`src/rtl/pc_redirect_unit.sv`:
```
// pc_redirect_unit: fetch-stage program counter with branch/jump redirect,
// one-cycle squash FSM covering instruction-memory latency, and a
// saturating taken-branch counter.
// Optional feature: define MISALIGN_TRAP_EN to trap redirects whose
// target is not word-aligned (pc <- TRAP_VECTOR, misalign_trap pulse).
//
//   state  | meaning
//   -------+-----------------------------------------------------------
//   RUN    | instruction-memory output is a valid fetch (if_valid = 1)
//   SQUASH | first cycle after reset or a pc redirect; fetch invalid
module pc_redirect_unit #(
  parameter logic [31:0] RESET_VECTOR = 32'h0000_0000,
  parameter logic [31:0] TRAP_VECTOR  = 32'h0000_0100
) (
  input  logic        CLK,
  input  logic        RST,
  input  logic        stall,
  input  logic        ex_valid,
  input  logic        ex_branch,
  input  logic        branch,
  input  logic        ex_jump,
  input  logic [31:0] ex_target,
  output logic [31:0] pc,
  output logic [31:0] pc_plus4,
  output logic        if_valid,
  output logic        flush,
  output logic        misalign_trap,
  output logic [15:0] br_taken_cnt
);

  typedef enum logic {RUN = 1'b0, SQUASH = 1'b1} state_t;

  state_t      state_q, state_d;
  // Only the word index is stored, so pc cannot become misaligned.
  logic [29:0] pc_q, pc_d;
  logic [15:0] cnt_q, cnt_d;

  logic        redirect;
  logic        br_taken;
  logic        misalign;
  logic [29:0] target_word;

  assign redirect    = ex_valid & (ex_jump | (ex_branch & branch));
  assign br_taken    = ex_valid & ex_branch & branch;
  assign target_word = ex_target[31:2];

`ifdef MISALIGN_TRAP_EN
  assign misalign = redirect & (ex_target[1:0] != 2'b00);
  logic unused_bits;
  assign unused_bits = ^{RESET_VECTOR[1:0], TRAP_VECTOR[1:0]};
`else
  assign misalign = 1'b0;
  logic unused_bits;
  assign unused_bits = ^{RESET_VECTOR[1:0], TRAP_VECTOR, ex_target[1:0]};
`endif

  assign pc            = {pc_q, 2'b00};
  assign pc_plus4      = {pc_q + 30'd1, 2'b00};
  assign br_taken_cnt  = cnt_q;
  // Gated by RST so nothing leaks out while the unit is held in reset.
  assign flush         = redirect & ~RST;
  assign misalign_trap = misalign & ~RST;

  // Next pc: redirect (or trap) beats stall, stall beats sequential advance.
  always_comb begin
    pc_d = pc_q + 30'd1;
    if (misalign) begin
      pc_d = TRAP_VECTOR[31:2];
    end else if (redirect) begin
      pc_d = target_word;
    end else if (stall) begin
      pc_d = pc_q;
    end
  end

  // Saturating count of taken conditional branches; jumps are not counted.
  always_comb begin
    cnt_d = cnt_q;
    if (br_taken && (cnt_q != 16'hFFFF)) begin
      cnt_d = cnt_q + 16'd1;
    end
  end

  // FSM next state and fetch-valid output.
  always_comb begin
    state_d  = state_q;
    if_valid = 1'b0;
    case (state_q)
      RUN: begin
        if_valid = 1'b1;
        if (redirect) state_d = SQUASH;
      end
      SQUASH: begin
        state_d = redirect ? SQUASH : RUN;
      end
      default: state_d = SQUASH;
    endcase
  end

  // State registers with asynchronous reset.
  always_ff @(posedge CLK or posedge RST) begin
    if (RST) begin
      state_q <= SQUASH;
      pc_q    <= RESET_VECTOR[31:2];
      cnt_q   <= 16'h0000;
    end else begin
      state_q <= state_d;
      pc_q    <= pc_d;
      cnt_q   <= cnt_d;
    end
  end

endmodule

```
`config.mk`:
```
export PLATFORM = sky130hd
export DESIGN_NAME = pc_redirect_unit
export DESIGN_NICKNAME = d
export VERILOG_FILES = /design/src/rtl/pc_redirect_unit.sv
export SDC_FILE = /design/constraint.sdc
export NUM_CORES = 1
export LEC_CHECK = 0
export ABC_AREA = 1
export CELL_PAD_IN_SITES_DETAIL_PLACEMENT = 2
export CELL_PAD_IN_SITES_GLOBAL_PLACEMENT = 2
export CORE_MARGIN = 4
export CORE_UTILIZATION = 23
export CTS_CLUSTER_SIZE = 28
export DETAILED_ROUTE_END_ITERATION = 7
export GPL_ROUTABILITY_DRIVEN = 1
export HOLD_SLACK_MARGIN = 0.08
export PLACE_DENSITY_LB_ADDON = 0.05
export SLEW_MARGIN = 5
export SYNTH_ARGS = -nofsm -noshare
export SYNTH_HDL_FRONTEND = slang
export SYNTH_SLANG_ARGS = --single-unit
```
`constraint.sdc`:
```
create_clock -name CLK -period 2.17 [get_ports CLK]
set_input_delay 0.434 -clock CLK [delete_from_list [all_inputs] [get_ports CLK]]
set_output_delay 0.434 -clock CLK [all_outputs]
set_load 0.1 [all_outputs]
```
==> summary.md <==
| Metric | Value |
|---|---|
| Synth unique cells | `35` |
| Yosys warning count | `0` |
| Type of origin of the critical path | `flop` |
| Final nets | `between 700 and 800` |
| Cells after DPL | `817` |
| Fraction of layout cells with a size suffix above 1 | `between 40% and 50%` |
| Syn avg cell area | `between 6 and 7 µm²` |
| Max Clock Freq | `approximately 420 MHz` |
| Crit path to | `pc_plus4[10]` |
| Area Growth Syn to Fin | `84.07%` |
| Dpl hpwl | `11320 µm` |
| Flops & latches, synth | `between 40 and 50` |
| Chip width | `around 130 µm` |
| Clock slew at the register clock pins of the worst setup and hold paths | `~0.080 ns` |
| CP required | `about 1.7 ns` |
| Grt ovf | `0` |
| Primary FF master, synth | `dfrtp_1` |
| Row count | `between 40 and 50` |
| ANT cells | `0` |
| Number of synthesized flops with an enable pin | `0` |
| Shortest period the worst path allows | `around 2.4 ns` |
| Worst Setup SP | `pc_q[0]` |
| Hold Buf Count CTS | `0` |
| Final Slew Violations | `0` |
| Initial Util | `23.75%` |
| Die height | `between 100 and 150 µm` |
| FF-to-FF End | `pc_q[17]` |
| Drt total wl | `between 15000 and 20000 µm` |
| Worst hold path type | `input port to async pin` |
| Final WS setup | `-0.1988 ns` |
| Initial antenna violation count | `1` |
| Post-synth ARST share | `100.0%` |
| Detail Route Antenna Nets | `0` |
| Hold slack | `~0.51 ns` |
| Core ar. | `0.01399 mm²` |
| Worst-Skew Late Latency | `0.31 ns` |
| DR iter-0 viols | `86` |
| Die area | `0.01643 mm²` |
| IO buf count | `114` |
| CTS Buf Count | `5` |
| Endpoints failing hold | `0` |
| Crit path cell chain | `ha_4, nand2_4, nor2_4, buf_12, nand2_4, buf_4, xor2_4, clkinvlp_4, buf_12` |
| Status | `complete, but fails checks` |
| Max incr delay on CP | `0.50 ns` |
| Layout Skew | `approximately 0.0094 ns` |
| Multi-input logic area | `about 0.0024 mm²` |
| Max-cap violation count | `0` |
| CP max stage cell | `dfrtp_4` |
| Final worst path period share | `109.2%` |
| Total track usage | `a little under a fifth` |
| CP arrival | `around 1.9 ns` |
| I/O pin count | `~120` |
| Cell area power density | `982.2 mW/mm²` |
| Cells after synthesis | `a little over 500` |
| Final Non-Filler Cells | `roughly 850` |
| Register area share after synthesis | `a little over a third` |
| Initial DRT Pass Iterations | `4` |
| VDD IR max | `~0.00087 V` |
| DR vias | `around 4000` |
| CTS root buffer | `clkbuf_16` |
| Setup CP Type | `flop to output port` |
| Failing checks | `negative setup slack` |
| Fillers | `between 1500 and 2000` |
| Clk sinks | `47` |
| Worst Path Max Fanout | `5` |
| Setup-failing EPs final | `26` |
| Longest Clk Path Bufs | `2` |
| WL per Instance | `approximately 18 µm` |
| LEAKAGE | `about 2.8 nW` |
| First-pass GRT wire length | `around 24000 µm` |
| Largest net degree at the start of global routing | `37` |
| RSZ-0062 raised after global routing | `true` |
| Setup slack, reg-to-reg | `-0.10 ns` |
| CTS tree | `yes` |
| Setup_tns | `-3.453 ns` |
| Drt via density | `~4.6` |
| Storage cell area | `0.001219 mm²` |
| R2r worst-path depth | `15` |
| Vias in the first global route | `4443` |
| Crit end category | `output port` |
| RePlAce Congestion | `roughly 0.78` |
| Synth Cell Area | `~0.0033 mm²` |
| DRC viols | `0` |
| FF-to-FF Start | `pc_q[0]` |
| H-tree level count | `2` |
[logic make-up (layout without fill, tap and decap cells)]
kind of cell,after synthesis,after routing,synth area share (%)
AO/OA/AOI/OAI,40,40,6.968
XOR/XNOR,24,24,6.554
adder cells (fa/ha/maj),2,2,0.7532
buffers and inverters,87,248,10.88
flip-flops,47,47,35.44
other,1,5,0.1129
AND/OR/NAND/NOR,308,308,39.28
[how the worst min path moves through the flow]
stage | start | end | cells past startpoint
5_1_grt | RST | pc_q[19] | 2
6_report | RST | pc_q[15] | 2
4_1_cts | RST | pc_q[19] | 2
3_3_place_gp | br_taken_cnt[0] | br_taken_cnt[0] | 1
2_1_floorplan | ex_target[5] | pc_q[3] | 2
3_5_place_dp | br_taken_cnt[0] | br_taken_cnt[0] | 1
[state kept, by name (all words and copies together), names as in the netlist]
register / flops
state_q: 1
br_taken_cnt: 16
pc_q: 30
[cells in the mapped netlist (2+ instances only)]
cell      number  area share, %
nand3b_1       3           0.68
nand3_1       36            5.4
a22oi_1        2           0.45
nor3_1         3           0.45
inv_2          2           0.23
nor2_1        43            4.9
nand2_1      197             22
nor2_2         9            1.7
o21ai_0       26            3.9
and2_1         4           0.75
buf_4          6            1.4
clkbuf_1       4           0.45
dfrtp_1       46             35
nand4_1        5           0.94
o21ai_1        2           0.30
inv_1         71            8.0
nor2_4         3            1.0
xnor2_1        7            1.8
nand2_2        3           0.57
o21bai_1       3           0.68
xor2_1        16            4.2
o211ai_1       4           0.90
ha_1           2           0.75
[placed cells by master, fill, tap and decap left out, types with 2 or more instances in the layout]
cell             instances
nand2_8                  5
inv_2                    5
nand2_4                 15
clkdlybuf4s50_1         36
xor2_4                   6
buf_12                  34
and2_4                   4
nand2_1                160
dfrtp_4                  5
nand3_1                 27
nand3_4                  3
o21bai_1                 3
nand3_2                  7
o21ai_0                 25
inv_1                   61
xor2_2                   5
xnor2_1                  6
conb_1                   5
nand4_1                  5
nor3_1                   2
nor2_2                  13
buf_4                   86
o211ai_1                 4
nor2_1                  28
nand2_2                 21
inv_4                    2
xor2_1                   6
dfrtp_1                 23
a22oi_1                  2
o21ai_2                  2
dfrtp_2                 18
nand3b_1                 3
buf_6                   10
clkbuf_16                5
nor2_4                  14
clkinvlp_4               6
[metal layers]
layer | GRT usage (%) | wire [µm] | vias to the layer above
met5 | 0 | 13 | -
met4 | 3.745 | 159 | 2
met3 | 4.000 | 640 | 14
met2 | 32.55 | 7760 | 80
met1 | 23.53 | 6553 | 1919
li1 | - | - | 1875
[power breakdown]
group	internal, mW	switching [mW]	leakage (nW)
Combinational	1.09	2.70	2.11
Clock	0.545	0.392	0.0838
Sequential	1.05	0.230	0.562
Total	2.69	3.32	2.75
[area by class of cell]
type                    instances  share of cell area [%]
clock buffers                   5                   2.046
clock inverters                 3                  0.7162
inverters                      74                   4.993
multi-input cells             379                   39.21
flip-flops and latches         47                   19.93
well taps                     180                   3.683
repair buffers                166                   29.43
[metrics by stage]
step | util (%) | total power, mW | setup WS, ns | area (µm²)
3_5_place_dp | 38.55 | 4.930 | -0.01790 | 5393
2_1_floorplan | - | 3.780 | -0.6058 | 3717
6_report | 43.71 | 6.006 | -0.1988 | 6115
5_1_grt | 43.71 | 6.258 | -0.2931 | 6115
3_3_place_gp | 38.55 | 4.879 | 0.02394 | 5393
4_1_cts | 41.74 | 5.968 | -0.2889 | 5839
[critical path: cells and delay by family (launching register included)]
family                     cells  cell delay [ns]
DFF                            1             0.50
adders and majority gates      1             0.18
xor gates and xnor gates       1             0.18
and+or+nand+nor                3             0.18
buffers and inverters          4             0.57
[timing repair]
item                                   4_1_cts  5_1_grt
resized for setup                           36       51
setup endpoints to repair                   26       28
endpoints found under the hold margin        0        0
setup buffers                               17       13
pin swaps                                   18       17
gates cloned                                 0        0
Power figures use the tool's default switching activity.
